===== src/rtl/or_event_agg_pkg.sv =====
// ----------------------------------------------------------------------------
// or_event_agg_pkg
// Shared constants for the event aggregator: capture-mode encodings, the
// legal channel-count range, and a helper that returns the index width a
// given channel count needs.
// No ports (package).
// ----------------------------------------------------------------------------
package or_event_agg_pkg;

    // Capture-mode encodings used for the MODE parameter.
    localparam int MODE_LEVEL = 0;
    localparam int MODE_EDGE  = 1;

    typedef enum logic {
        CAP_LEVEL = 1'b0,
        CAP_EDGE  = 1'b1
    } cap_mode_e;

    // Legal channel-count range.
    localparam int N_MIN = 2;
    localparam int N_MAX = 32;

    // Index width needed to name one of n channels.
    function automatic int idx_width(input int n);
        return $clog2(n);
    endfunction

endpackage


===== src/rtl/or_tree_n.sv =====
// ----------------------------------------------------------------------------
// or_tree_n
// Parametrised N-input combinational OR reduction.
// Ports:
//   in_vec  [N-1:0]  input vector to reduce
//   or_out           1 when any bit of in_vec is 1
// ----------------------------------------------------------------------------
module or_tree_n #(
    parameter int N = 4
) (
    input  logic [N-1:0] in_vec,
    output logic         or_out
);

    assign or_out = |in_vec;

endmodule


===== src/rtl/or_event_agg.sv =====
// ----------------------------------------------------------------------------
// or_event_agg
// Sticky event aggregator. Each channel latches an event (level or rising
// edge, selected by MODE) into a pending bit that stays set until a
// write-1-to-clear. The masked pending bits are OR-reduced into a registered
// interrupt-style output, and a registered lowest-index encoder names the
// highest-priority (lowest-numbered) active channel.
// Ports:
//   clk        clock, all state updates on its rising edge
//   rst        asynchronous active-high reset
//   in   [N]   raw event lines
//   mask [N]   per-channel enable for out/idx (does not gate capture)
//   clr  [N]   write-1-to-clear for pending bits
//   pending[N] sticky captured-event register
//   out        registered OR of (pending & mask)
//   idx  [IW]  registered lowest channel with pending & mask set
//   idx_valid  registered; 1 when idx is meaningful (equals out)
// ----------------------------------------------------------------------------
module or_event_agg
    import or_event_agg_pkg::*;
#(
    parameter int N    = 4,
    parameter int MODE = MODE_LEVEL,
    parameter int IW   = 2
) (
    input  logic          clk,
    input  logic          rst,
    input  logic [N-1:0]  in,
    input  logic [N-1:0]  mask,
    input  logic [N-1:0]  clr,
    output logic [N-1:0]  pending,
    output logic          out,
    output logic [IW-1:0] idx,
    output logic          idx_valid
);

    localparam cap_mode_e CAP_MODE = (MODE == MODE_EDGE) ? CAP_EDGE : CAP_LEVEL;

    generate
        if (N < N_MIN || N > N_MAX || IW != idx_width(N) ||
            (MODE != MODE_LEVEL && MODE != MODE_EDGE)) begin : g_bad_param
            $error("or_event_agg: illegal parameter combination");
        end
    endgenerate

    logic [N-1:0]  prev_q, prev_d;
    logic [N-1:0]  pending_q, pending_d;
    logic [N-1:0]  capture;
    logic [N-1:0]  hit;
    logic          out_q, out_d;
    logic [IW-1:0] idx_q, idx_d;
    logic          idx_valid_q, idx_valid_d;

    // Capture and sticky pending update. Set has priority over clear, so an
    // event arriving in the same cycle as its clear is never lost.
    always_comb begin
        prev_d = in;
        if (CAP_MODE == CAP_EDGE) begin
            capture = in & ~prev_q;
        end else begin
            capture = in;
        end
        pending_d = capture | (pending_q & ~clr);
    end

    // Outputs are derived from the registered pending bits, so they trail
    // pending by one edge and have no combinational path from in.
    assign hit = pending_q & mask;

    or_tree_n #(
        .N(N)
    ) u_or_tree (
        .in_vec (hit),
        .or_out (out_d)
    );

    // Lowest-index priority encoder: scanning downward lets the lowest set
    // bit overwrite any higher one.
    always_comb begin
        idx_d       = '0;
        idx_valid_d = 1'b0;
        for (int i = N - 1; i >= 0; i--) begin
            if (hit[i]) begin
                idx_d       = IW'(i);
                idx_valid_d = 1'b1;
            end
        end
    end

    always_ff @(posedge clk or posedge rst) begin
        if (rst) begin
            prev_q      <= '0;
            pending_q   <= '0;
            out_q       <= 1'b0;
            idx_q       <= '0;
            idx_valid_q <= 1'b0;
        end else begin
            prev_q      <= prev_d;
            pending_q   <= pending_d;
            out_q       <= out_d;
            idx_q       <= idx_d;
            idx_valid_q <= idx_valid_d;
        end
    end

    assign pending   = pending_q;
    assign out       = out_q;
    assign idx       = idx_q;
    assign idx_valid = idx_valid_q;

endmodule


===== config.mk =====
export PLATFORM = sky130hd
export DESIGN_NAME = or_event_agg
export DESIGN_NICKNAME = d
export VERILOG_FILES = /design/src/rtl/or_event_agg_pkg.sv /design/src/rtl/or_tree_n.sv /design/src/rtl/or_event_agg.sv
export SDC_FILE = /design/constraint.sdc
export NUM_CORES = 1
export LEC_CHECK = 0
export ABC_AREA = 1
export CAP_MARGIN = 20
export CORE_AREA = 2 2 39 41
export DETAILED_ROUTE_END_ITERATION = 7
export DIE_AREA = 0 0 41 43
export SYNTH_ARGS = -nofsm -noshare
export SYNTH_HDL_FRONTEND = slang
export SYNTH_SLANG_ARGS = --single-unit

===== constraint.sdc =====
create_clock -name clk -period 0.8 [get_ports clk]
set_input_delay 0.12 -clock clk [delete_from_list [all_inputs] [get_ports clk]]
set_output_delay 0.12 -clock clk [all_outputs]
set_load 0.02 [all_outputs]

==> results of run 1 <==
where the power goes:
| part | switching (W) | internal (W) |
|---|---|---|
| logic | 0.000120 | 0.000162 |
| clock network | 0.000147 | 0.000191 |
| registers | 0.0000197 | 0.000438 |
| total | 0.000287 | 0.000791 |
placed cells by master (no fill, tap or decap), drive strengths merged:
| master | instances |
|---|---|
| nand2 | 7 |
| o21bai | 4 |
| buf | 11 |
| nor2 | 1 |
| clkdlybuf4s50 | 13 |
| clkinv | 1 |
| a21oi | 1 |
| clkbuf | 4 |
| dfrtp | 8 |
| nand3 | 2 |
| inv | 7 |
layer usage:
layer | wire (microns) | share of wire | track usage | vias to the layer above
li1 | - | - | - | 148
met1 | 230 | 0.36 | 0.106 | 131
met2 | 338 | 0.52 | 0.150 | 16
met3 | 74 | 0.11 | 0.0942 | 0
met4 | 0 | 0 | 0.0200 | 0
met5 | 0 | 0 | 0 | -
timing repair:
item,CTS,global route
pin swaps,1,0
endpoints found under the setup margin,12,13
buffers inserted,0,0
gates resized for setup,57,0
gates cloned,0,0
sequential cells by signal (all words and copies together), names as in the netlist:
signal and flops:
idx 2, idx_valid 1, out 1, pending 4
per-stage QoR:
stage / cell area, sq um / util / setup WS (ns) / hold slack (ns) / total power [W]
after detailed placement: 578 / 0.418 / -0.269 / 0.388 / 0.000712
after global routing: 651 / 0.470 / -0.170 / 0.130 / 0.00115
after CTS: 651 / 0.470 / -0.142 / 0.111 / 0.00110
after floorplan: 325 / - / -0.0144 / -0.0645 / 0.000561
after global placement: 578 / 0.418 / -0.264 / 0.396 / 0.000709
final: 651 / 0.470 / -0.133 / 0.100 / 0.00108
area by class of cell:
class / instances / share of cell area
clock buffers: 4 / 0.0404
inverters: 8 / 0.0481
multi-input cells: 15 / 0.183
flip-flops and latches: 8 / 0.313
well taps: 16 / 0.0308
repair buffers: 24 / 0.385
cells by family after synthesis:
logic type	after synthesis
compound gates	5
flops	8
simple gates	10
buf+inv	8
final timing paths:
| path | to | depth (start not counted) |
|---|---|---|
| setup / recovery | pending[0] | 1 |
| hold / removal | out$_DFF_PP0_ | 2 |
| setup reg to reg | idx_valid$_DFF_PP0_ | 5 |
| hold reg to reg | pending[0]$_DFF_PP0_ | 2 |
| max in group asynchronous | pending[2]$_DFF_PP0_ | 2 |
| min in group clk | pending[1]$_DFF_PP0_ | 2 |
==> impl_metrics.py, run 1 <==
metrics = {
    "run_status": {
        "outcome": "finished with violations",
        "violations": "setup timing",
    },
    "floorplan": {
        "initial_core_util": 0.231,
        "rows": 14,
        "fp.coreArea_sq_um": 1380,
        "die-area_sq_um": 1760,
        "die_x_microns": 41,
        "ioPinCount": 22,
        "die_height_microns": 43,
    },
    "finish": {
        "syn2layout_area_growth_pct": 104,
        "diodes": 0,
        "layout.nets": 74,
        "seqCellArea_sq_um": 204,
        "fillers": 147,
        "layout-drive-gt1-share": 0.475,
        "multi_input_area_sq_um": 119,
        "fin_cells": 75,
    },
    "worst_setup_path": {
        "crit_family": "flip-flops",
        "slowest_stage": "dfrtp_2",
        "critPathCaptureType": "output port",
        "path_cells": "buf_6",
        "r2r_setup_slack_ns": -0.10,
        "cp.arrival_ns": 0.81,
        "path_class": "reg -> out",
        "regToRegStartpoint": "pending[3]$_DFF_PP0_",
        "cp.required_ns": 0.68,
        "critPathBufInv": 1,
        "critPathMaxFanout": 3,
        "startpoint": "pending[0]$_DFF_PP0_",
        "start_kind": "register",
        "slowest_delay_ns": 0.42,
    },
    "clock_network": {
        "h-tree-depth": 1,
        "cts_tree": "yes",
        "ctsRootBufferMaster": "clkbuf_4",
        "cts_num_sinks": 8,
        "clk_pin_slew_ns": 0.06,
        "insertion_delay_ns": 0.26,
        "clockBufferDepth": 2,
        "postCtsHoldBufs": 0,
        "cts_inserted_buffers": 3,
    },
    "power": {
        "vdd.ir_drop.worst_uv": 1160,
        "p_per_area_nw_per_um2": 1660,
        "p_leak_nw": 0.321,
    },
    "timing": {
        "setup_ws_ns": -0.133,
        "fin_skew_ns": 0.0112,
        "timing.fmax_mhz": 1070,
        "min_period_ns": 0.933,
        "tightest_slew_ns": 0.291,
        "rsz0062_at_grt": "true",
        "slew_violations": 0,
        "finalCritPeriodShare": 1.17,
        "fin_tns_setup_ns": -1.08,
        "setup_viol": 12,
        "final_hold_viol_count": 0,
        "max_slew_margin": 0.806,
    },
    "drt": {
        "detail-route-antenna-nets": 0,
        "wire_per_inst_microns": 8.59,
        "drtIter0Drc": 0,
        "drc": 0,
        "vias": 295,
        "finalWirelength_microns": 644,
        "vias_per_cell": 3.93,
        "drtPass1Iterations": 1,
    },
    "placed_design": {
        "dp_cells": 71,
        "io_buffers": 21,
        "gp_congestion": 0.602,
    },
    "logic_synthesis": {
        "synth_common_cells": "dfrtp_1, inv_1, nand2_1, o21bai_1, nand2_2",
        "ys_types": 10,
        "syn_inst": 31,
        "syn_nets": 45,
        "synth_xor_area_frac": 0,
        "yosys.area_share.simple": 0.157,
        "post-synth-top-area-cell": "dfrtp_1",
        "netlist_area_sq_um": 319,
        "avgSynthCellArea_sq_um": 10.3,
        "yosys-top-cells-area": "dfrtp_1, o21bai_1, inv_1",
        "async_reset_ff_frac": 1.00,
        "yosysMostFrequentCell": "dfrtp_1",
        "synth_warnings": 0,
        "synth.top_cell.area_share": 0.627,
        "synth.area.mux_share": 0,
        "ys_ff_latch": 8,
        "synth_edf_count": 0,
        "synthAdderAreaFrac": 0,
        "synth_seq_area_share": 0.627,
        "synth_ff_type": "dfrtp_1",
        "synth-compound-area-share": 0.122,
        "synth_top_family_by_area": "simple AND/OR/NAND/NOR gates",
    },
    "global_route": {
        "grt_pass1_wl_microns": 1140,
        "grt_max_degree": 9,
        "grt_pass1_vias": 300,
        "grtUsageTotal": 0.102,
        "grt-ovfl-total": 0,
        "antenna_found_initial": 0,
    },
    "worst_hold_path": {
        "min_path_type": "in -> async",
    },
    "job": {
        "maxCapViolCount": 0,
    },
}
Power figures use the tool's default switching activity.
==> run 2, diff against run 1 <==
CTS_BUF_LIST = sky130_fd_sc_hd__clkbuf_16   (was not set)
GPL_ROUTABILITY_DRIVEN = 0   (was not set)
TNS_END_PERCENT = 20   (was not set)
==> run 2 against run 1 <==
The flow still finishes with violations (setup timing). Largest cell class unchanged. Maximum frequency up 4.7%. Worst hold slack better by 0.043 ns. Cell count increased by 1.3%.
==> impl_metrics.py, run 2 (same netlist as run 1, synthesis figures left out) <==
metrics = {
    "run_status": {
        "outcome": "finished with violations",
        "violations": "setup timing",
    },
    "clock_network": {
        "cts_setup_buffers": 0,
        "h-tree-depth": 1,
        "cts_tree": "yes",
        "postCtsHoldBufs": 0,
        "cts_inserted_buffers": 3,
        "ctsRootBufferMaster": "clkbuf_16",
        "clockBufferDepth": 2,
        "clk_pin_slew_ns": 0.04,
        "insertion_delay_ns": 0.23,
        "cts_num_sinks": 8,
    },
    "drt": {
        "detail-route-antenna-nets": 0,
        "drc": 0,
        "dr_wl_met2_microns": 360,
        "wl_met1_microns": 257,
        "wire_per_inst_microns": 8.88,
        "finalWirelength_microns": 675,
        "routed-wl-met3_microns": 57,
        "highest_layer": "met3",
        "vias": 296,
        "drtIter0Drc": 3,
        "drtPass1Iterations": 2,
        "vias_per_cell": 3.89,
    },
    "timing": {
        "final_hold_viol_count": 0,
        "tightest_slew_ns": 0.314,
        "setup_viol": 12,
        "fin_tns_setup_ns": -0.781,
        "whs_ns": 0.143,
        "max_slew_margin": 0.790,
        "timing.fmax_mhz": 1120,
        "slew_violations": 0,
        "finalCritPeriodShare": 1.11,
        "fin_skew_ns": 0.00320,
        "rsz0062_at_grt": "true",
        "setup_ws_ns": -0.0904,
        "min_period_ns": 0.890,
    },
    "job": {
        "maxCapViolCount": 0,
    },
    "worst_setup_path": {
        "crit_family": "flip-flops",
        "r2r-end": "idx_valid$_DFF_PP0_",
        "critPathBufInv": 1,
        "cp.arrival_ns": 0.77,
        "regToRegStartpoint": "pending[3]$_DFF_PP0_",
        "startpoint": "pending[2]$_DFF_PP0_",
        "reg2regPathDepth": 5,
        "cp.required_ns": 0.68,
        "endpoint": "pending[2]",
        "slowest_delay_ns": 0.41,
        "critPathCaptureType": "output port",
        "critPathMaxFanout": 2,
        "path_class": "reg -> out",
        "start_kind": "register",
        "crit_cells": 1,
        "slowest_stage": "dfrtp_2",
        "r2r_setup_slack_ns": -0.09,
        "path_cells": "buf_6",
    },
    "finish": {
        "layout-drive-gt1-share": 0.467,
        "layout_common_cells": "clkdlybuf4s50_1, inv_1, dfrtp_1, buf_2, buf_6",
        "layout.nets": 75,
        "syn2layout_area_growth_pct": 113,
        "diodes": 0,
        "utilization": 0.491,
        "layout_commonest_cell": "clkdlybuf4s50_1",
        "fin_cells": 76,
        "largest_reg_flops": 4,
    },
    "global_route": {
        "grt-ovfl-total": 0,
        "grt_pass1_wl_microns": 1090,
        "grt_max_degree": 9,
        "grt_pass1_vias": 285,
        "grtUsageTotal": 0.0951,
        "antenna_found_initial": 0,
    },
    "worst_hold_path": {
        "min_path_type": "in -> async",
    },
    "floorplan": {
        "rows": 14,
        "ioPinCount": 22,
        "die_height_microns": 43,
        "die_x_microns": 41,
        "fp.coreArea_sq_um": 1380,
        "initial_core_util": 0.231,
        "die-area_sq_um": 1760,
    },
    "placed_design": {
        "dp_cells": 72,
        "pre_cts_slack_ns": -0.251,
        "io_buffers": 21,
        "dp_hpwl_microns": 528,
    },
    "power": {
        "p_per_area_nw_per_um2": 2290,
        "vdd.ir_drop.worst_uv": 1350,
        "p_leak_nw": 0.339,
    },
}
-- run 2: changes by cell type in the layout (fill, tap and decap cells not counted), sizes merged --
cell and delta:
clkbuf -1, inv +1, buf +1
-- run 2: routing by layer --
metal | track usage | up-vias
li1 | - | 150
met1 | 0.116 | 133
met2 | 0.138 | 13
met3 | 0.0314 | 0
met4 | 0.0600 | 0
met5 | 0 | -
-- run 2: how the worst min path moves through the flow --
stage	from	endpoint	slack (ns)
final	rst	idx[0]$_DFF_PP0_	0.14
after global routing	rst	idx[0]$_DFF_PP0_	0.19
after CTS	rst	idx[0]$_DFF_PP0_	0.16
after detailed placement	rst	idx[0]$_DFF_PP0_	0.39
after global placement	rst	idx[0]$_DFF_PP0_	0.40
after floorplan	rst	idx[0]$_DFF_PP0_	-0.06
-- run 2: repair_timing --
| action | CTS | global route |
|---|---|---|
| gates resized for setup | 42 | 5 |
| pin swaps | 0 | 0 |
| endpoints found under the hold margin | 0 | 0 |
| setup endpoints to repair | 12 | 12 |
-- run 2: through the flow --
| stage | cell area [sq um] | total power (W) |
|---|---|---|
| after floorplan | 324 | 0.000560 |
| after detailed placement | 584 | 0.000717 |
| final | 679 | 0.00156 |
| after global placement | 584 | 0.000713 |
| after CTS | 658 | 0.00157 |
| after global routing | 679 | 0.00163 |
-- run 2: layout make-up --
type	count	area [sq um]
sequential	8	203
timing repair buffer	25	226
inverter	8	30.0
clock inverter	1	3.75
multi-input combinational	15	121
fill	148	704
tap	16	20.0
clock buffer	3	75.1
-- run 2: power breakdown --
part	total [W]	switching (W)	internal [W]	leakage [nW]
combinational	0.000265	0.000124	0.000142	0.210
clock	0.000841	0.000191	0.000650	0.0423
sequential	0.000452	0.0000134	0.000439	0.0868
==> run 3, diff against run 2 <==
CTS_BUF_LIST = sky130_fd_sc_hd__clkbuf_4 sky130_fd_sc_hd__clkbuf_8   (was sky130_fd_sc_hd__clkbuf_16)
==> run 3 against run 2 <==
The run still ends with setup timing left. Die area unchanged. Global-route usage unchanged. Sequential share of layout area increased by 2.6 points. Worst hold slack got worse by 0.033 ns. Sequential power about the same. Core utilization decreased by 4.0 points. Cell count unchanged. Clock power decreased by 56%. Combinational power decreased by 2%. Register-to-register slack about the same. Critical endpoint unchanged. Largest cell class unchanged. Highest routed layer is now met4.
==> impl_metrics.py, run 3 (same netlist as run 1, synthesis figures left out) <==
metrics = {
    "clock_network": {
        "cts_tree": "yes",
        "ctsRootBufferMaster": "clkbuf_4",
        "h-tree-depth": 1,
        "cts_setup_buffers": 0,
        "clk_pin_slew_ns": 0.06,
        "cts_num_sinks": 8,
        "postCtsHoldBufs": 0,
        "insertion_delay_ns": 0.25,
        "cts_inserted_buffers": 3,
        "clockBufferDepth": 2,
        "cts_resized": 40,
    },
    "worst_setup_path": {
        "cp.arrival_ns": 0.80,
        "path_cells": "buf_6",
        "critPathMaxFanout": 2,
        "crit_cells": 1,
        "start_kind": "register",
        "slowest_delay_ns": 0.41,
        "r2r_setup_slack_ns": -0.10,
        "cp.required_ns": 0.68,
        "path_class": "reg -> out",
        "endpoint": "pending[2]",
        "startpoint": "pending[2]$_DFF_PP0_",
        "crit_family": "flip-flops",
        "reg2regPathDepth": 5,
        "regToRegStartpoint": "pending[3]$_DFF_PP0_",
        "r2r-end": "out$_DFF_PP0_",
        "slowest_stage": "dfrtp_2",
        "critPathBufInv": 1,
        "critPathCaptureType": "output port",
    },
    "power": {
        "p_clk_frac": 0.342,
        "p_leak_nw": 0.313,
        "pwr-share-seq": 0.416,
        "power_frac_comb": 0.242,
        "swShare": 0.259,
        "intPower_w": 0.000800,
        "p_total_w": 0.00108,
        "p_per_area_nw_per_um2": 1730,
        "vdd.ir_drop.worst_uv": 868,
        "netSwitchingPower_w": 0.000280,
    },
    "floorplan": {
        "die-area_sq_um": 1760,
        "rows": 14,
        "die_height_microns": 43,
        "fp.coreArea_sq_um": 1380,
        "initial_core_util": 0.231,
        "ioPinCount": 22,
        "die_x_microns": 41,
    },
    "timing": {
        "min_period_ns": 0.920,
        "tightest_slew_ns": 0.311,
        "final_hold_viol_count": 0,
        "max_slew_margin": 0.792,
        "fin_skew_ns": 0.00863,
        "slew_violations": 0,
        "setup_ws_ns": -0.120,
        "setup_viol": 12,
        "finalCritPeriodShare": 1.15,
        "fin_tns_setup_ns": -1.05,
        "timing.fmax_mhz": 1090,
        "whs_ns": 0.110,
        "rsz0062_at_grt": "true",
    },
    "placed_design": {
        "io_buffers": 21,
        "dp_cells": 72,
        "dp_hpwl_microns": 528,
        "placed_area_sq_um": 584,
    },
    "finish": {
        "layout-drive-gt1-share": 0.483,
        "diodes": 0,
        "layout.nets": 75,
        "fin_cells": 76,
        "largest_reg_flops": 4,
        "layout_commonest_cell": "clkdlybuf4s50_1",
        "syn2layout_area_growth_pct": 95.7,
        "stdcell_area_sq_um": 624,
        "layout_common_cells": "clkdlybuf4s50_1, inv_1, dfrtp_1, buf_2",
    },
    "global_route": {
        "grt_pass1_wl_microns": 1060,
        "grtUsageTotal": 0.0951,
        "antenna_found_initial": 0,
        "grt-ovfl-total": 0,
        "grt_max_degree": 9,
        "grt_pass1_vias": 271,
    },
    "drt": {
        "vias_per_cell": 3.95,
        "drc": 0,
        "detail-route-antenna-nets": 0,
        "drtIter0Drc": 1,
        "vias": 300,
        "wire_per_inst_microns": 8.70,
        "drtPass1Iterations": 2,
        "finalWirelength_microns": 661,
    },
    "job": {
        "maxCapViolCount": 0,
    },
    "run_status": {
        "outcome": "finished with violations",
        "violations": "setup timing",
    },
    "worst_hold_path": {
        "min_path_type": "in -> async",
    },
}
[run 3: final cells by class]
| class | instances | area [sq um] |
|---|---|---|
| Clock buffer | 4 | 30.0 |
| Fill cell | 157 | 759 |
| Inverter | 8 | 30.0 |
| Multi-Input combinational cell | 15 | 121 |
| Timing Repair Buffer | 25 | 220 |
| Sequential cell | 8 | 203 |
| Tap cell | 16 | 20.0 |
[run 3: power by group through the flow]
stage               clock, W  combinational [W]  sequential, W
floorplan                  0          0.0000595       0.000501
global placement           0           0.000260       0.000453
detailed placement         0           0.000262       0.000455
CTS                 0.000385           0.000252       0.000448
global route        0.000401           0.000285       0.000452
finish              0.000369           0.000261       0.000449
[run 3: worst min path at each step]
| stage | end | slack, ns |
|---|---|---|
| floorplan | idx[0]$_DFF_PP0_ | -0.06 |
| global placement | idx[0]$_DFF_PP0_ | 0.40 |
| detailed placement | idx[0]$_DFF_PP0_ | 0.39 |
| CTS | idx[0]$_DFF_PP0_ | 0.12 |
| global route | idx[0]$_DFF_PP0_ | 0.15 |
| finish | idx[0]$_DFF_PP0_ | 0.11 |
[run 3: layer usage]
metal	vias up	global-route usage	wire length, microns
li1	150	-	-
met1	135	0.116	260
met2	13	0.128	336
met3	2	0.0471	57
met4	0	0.0600	7
met5	-	0	0
[run 3: metrics by stage]
stage | setup WS [ns] | utilization
global route | -0.164 | 0.451
detailed placement | -0.251 | 0.422
floorplan | -0.0144 | -
global placement | -0.245 | 0.422
CTS | -0.123 | 0.435
finish | -0.120 | 0.451
==> RTL edit 1, RTL diff (flow settings as in run 2) <==
`N` is set to 4 in 2 places; all go to 3.
--- a/src/rtl/or_tree_n.sv
+++ b/src/rtl/or_tree_n.sv
@@ -8,3 +8,3 @@
 module or_tree_n #(
-    parameter int N = 4
+    parameter int N = 3
 ) (
--- a/src/rtl/or_event_agg.sv
+++ b/src/rtl/or_event_agg.sv
@@ -21,3 +21,3 @@
 #(
-    parameter int N    = 4,
+    parameter int N    = 3,
     parameter int MODE = MODE_LEVEL,
Ports: changed (resized clr, in, mask and pending); port bits go from 22 to 18. No check against the original RTL was run, so the function may have changed too.
==> RTL edit 1 against run 2 <==
The run still ends with setup timing left. Count of clock-buffer cells in the layout unchanged. Via count down 22%. Synthesized area down 19%. Sequential cell count down 1. Fmax up 3.0%. Routed wire length down 22%. Total power down 9.1%. Setup slack better by 26 ps. Final area down 20%.
==> RTL edit 1: results (changes against run 2) <==
- Arrival @ worst endpoint: 740 ps (was 770 ps)
- Layout cells sized above 1: 39.1% (was 46.7%)
- Routed length per instance: 8.50 um (was 8.88 um)
- Final setup vio count: 8 (was 12)
- Non-filler cells, final: 62 (was 76)
- Crit path max-delay cell type: dfrtp_1 (was dfrtp_2)
- Setup slack after layout: -64.8 ps (was -90.4 ps)
- Max-slew headroom: 82.9% (was 79.0%)
- Failing checks: setup timing (unchanged)
- Post-synthesis sequential area ratio: 68.0% (was 62.7%)
- Synth Area in Compound Gates: 12.1% (was 12.2%)
- Leak: 0.273 nW (was 0.339 nW)
- Cells after synthesis: 22 (was 31)
- Fin Hold WS: 124 ps (was 143 ps)
- Post-synth top cells: dfrtp_1 (7), inv_1 (4) (was dfrtp_1 (8), inv_1 (6), nand2_1 (4), o21bai_1 (4), nand2_2 (3))
- Synth cell types: 9 (was 10)
- Final net count: 58 (was 75)
- Flop2flop setup slack: 0 ps (was -90 ps)
- Met1 global-route usage: 9.84% (was 11.6%)
- # port buffers: 17 (was 21)
- Largest net degree at the start of global routing: 8 (was 9)
- Vias in the first global route: 231 (was 285)
- Clock-net power: 0.832 mW (was 0.841 mW)
- Synth area leaders: dfrtp_1 (68%), inv_1 (5.8%), o21bai_1 (5.8%) (was dfrtp_1 (63%), o21bai_1 (9.4%), inv_1 (7.1%))
- Status: finished with violations (unchanged)
- Fillers: 140 (was 148)
- Metal-1 WL: 194 um (was 257 um)
- Clk_skew: 0.211 ps (was 3.20 ps)
- Inst Count DP: 57 (was 72)
[RTL edit 1: changes by cell type after synthesis, sizes merged]
cell,before,now
clkinv,1,0
dfrtp,8,7
o21bai,4,3
nand2,7,4
inv,7,4
[RTL edit 1: logic make-up (layout without fill, tap and decap cells)]
kind of cell,Yosys count,in the layout
DFF,7,7
and+or+nand+nor,7,7
buffers and inverters,4,28
AOI/OAI and AO/OA,4,4
[RTL edit 1: stage by stage]
stage	util [%]	area, sq um
detailed placement	33.5	463
finish	39.4	546
CTS	39.4	546
floorplan	-	258
global placement	33.5	463
global route	39.4	546
[RTL edit 1: layout make-up]
cell class	count	area [sq um]	area share [%]
well taps	16	20.0	3.67
multi-input cells	11	80.1	14.7
flip-flops and latches	7	175	32.1
repair buffers	20	176	32.3
inverters	4	15.0	2.75
clock inverters	1	3.75	0.688
clock buffers	3	75.1	13.8
[RTL edit 1: timing repair]
action / CTS / global route
gates resized for setup: 37 / 0
setup buffers: 1 / 0
hold endpoints to repair: 0 / 0
endpoints found under the setup margin: 9 / 10
==> RTL edit 2, RTL diff (flow settings as in run 2) <==
Without the edit above. Put one more register stage on the output `idx`, without a reset. The value now appears one clock later. The other outputs are not delayed to match. Comments in the files are not updated.
--- a/src/rtl/or_event_agg.sv
+++ b/src/rtl/or_event_agg.sv
@@ -107,3 +107,5 @@
     assign out       = out_q;
-    assign idx       = idx_q;
+    always_ff @(posedge clk) begin
+        idx <= idx_q;
+    end
     assign idx_valid = idx_valid_q;
Behaviour: not the same (a bounded check fails within 4 cycles, from zero or initial values and one cycle with rst high).
==> RTL edit 2 against run 2 <==
Final area rose by 6.1%. Total power rose by 9.5%. Clock skew rose by 1.9 ps. Sequential cell count rose by 2. The run still ends with setup timing left. Routed wire length rose by 10%. Sequential power rose by 26%. Worst hold slack got worse by 4.6 ps. Global-route usage rose by 1.5 points. Sequential share of layout area rose by 4.2 points. Synthesized area rose by 13%. Setup slack got worse by 20 ps. Critical endpoint is now pending[3].
==> RTL edit 2: results (changes against run 2) <==
- Vias in the first global route: 289 (was 285)
- Setup slack after layout: -111 ps (was -90.4 ps)
- Worst-Margin Slew: 306 ps (was 314 ps)
- Clock share of power: 51.0% (was 54.0%)
- Power in sequential cells: 0.570 mW (was 0.452 mW)
- Seq Cell Count: 10 (was 8)
- Asr flop ratio synth: 80.0% (was 100%)
- Fillers: 120 (was 148)
- Arrival @ worst endpoint: 790 ps (was 770 ps)
- Layout non-clock buf frac: 31.3% (was 33.3%)
- Final setup vio count: 9 (was 12)
- Syn_nets: 47 (was 45)
- Synth area leaders: dfrtp_1 (56%), dfxtp_1 (11%), o21bai_1 (8.4%) (was dfrtp_1 (63%), o21bai_1 (9.4%), inv_1 (7.1%))
- Layout cells sized above 1: 49.2% (was 46.7%)
- Vias per inst: 3.91 (was 3.89)
- Failing checks: setup timing (unchanged)
- Fraction of area in registers: 34.0% (was 29.8%)
- DR iter-0 viols: 1 (was 3)
- Leak: 0.356 nW (was 0.339 nW)
- Clk_skew: 5.14 ps (was 3.20 ps)
- Status: finished with violations (unchanged)
- Post-synthesis sequential area ratio: 66.9% (was 62.7%)
- Internal: 1.35 mW (was 1.23 mW)
- Final net count: 76 (was 75)
- Routed length per instance: 9.68 um (was 8.88 um)
==> RTL edit 2: through the flow <==
step | cell area (sq um) | instances | util, % | hold WS, ps | worst slack [ps]
floorplan | 364 | 33 | - | -64.5 | -14.4
global placement | 617 | 73 | 44.6 | 325 | -270
detailed placement | 617 | 73 | 44.6 | 329 | -279
CTS | 694 | 77 | 50.2 | 152 | -118
global route | 721 | 77 | 52.1 | 192 | -137
finish | 721 | 77 | 52.1 | 139 | -111
==> RTL edit 2: final timing paths <==
kind                                 startpoint              endpoint  slack (ps)  cells after the start
setup reg to reg           pending[3]$_DFF_PP0_         out$_DFF_PP0_         -80                      5
max in group asynchronous                   rst  pending[3]$_DFF_PP0_         410                      2
hold reg to reg              idx_q[1]$_DFF_PP0_        idx[1]$_DFF_P_         340                      0
min in group clk             idx_q[1]$_DFF_PP0_        idx[1]$_DFF_P_         340                      0
hold / removal                              rst    idx_q[0]$_DFF_PP0_         140                      2
setup / recovery           pending[3]$_DFF_PP0_            pending[3]        -110                      1
==> RTL edit 2: layer usage <==
layer	up-vias	track usage (%)	part of all wire (%)
li1	153	-	-
met1	135	12.2	35
met2	11	15.0	56
met3	2	3.14	7.8
met4	0	12.0	0.81
met5	-	0	0
==> RTL edit 2: cells by family (layout without fill, tap and decap cells) <==
group / Yosys count / in the layout / share of synthesized area, %
AO/OA/AOI/OAI: 5 / 5 / 10.8
buffers and inverters: 8 / 36 / 8.36
flip-flops: 10 / 10 / 66.9
AND/OR/NAND/NOR: 10 / 10 / 13.9
==> RTL edit 2: repair_timing <==
item,4_1_cts,5_1_grt
pin swaps,1,0
gates cloned,0,0
setup endpoints to repair,12,12
gates resized for setup,43,9
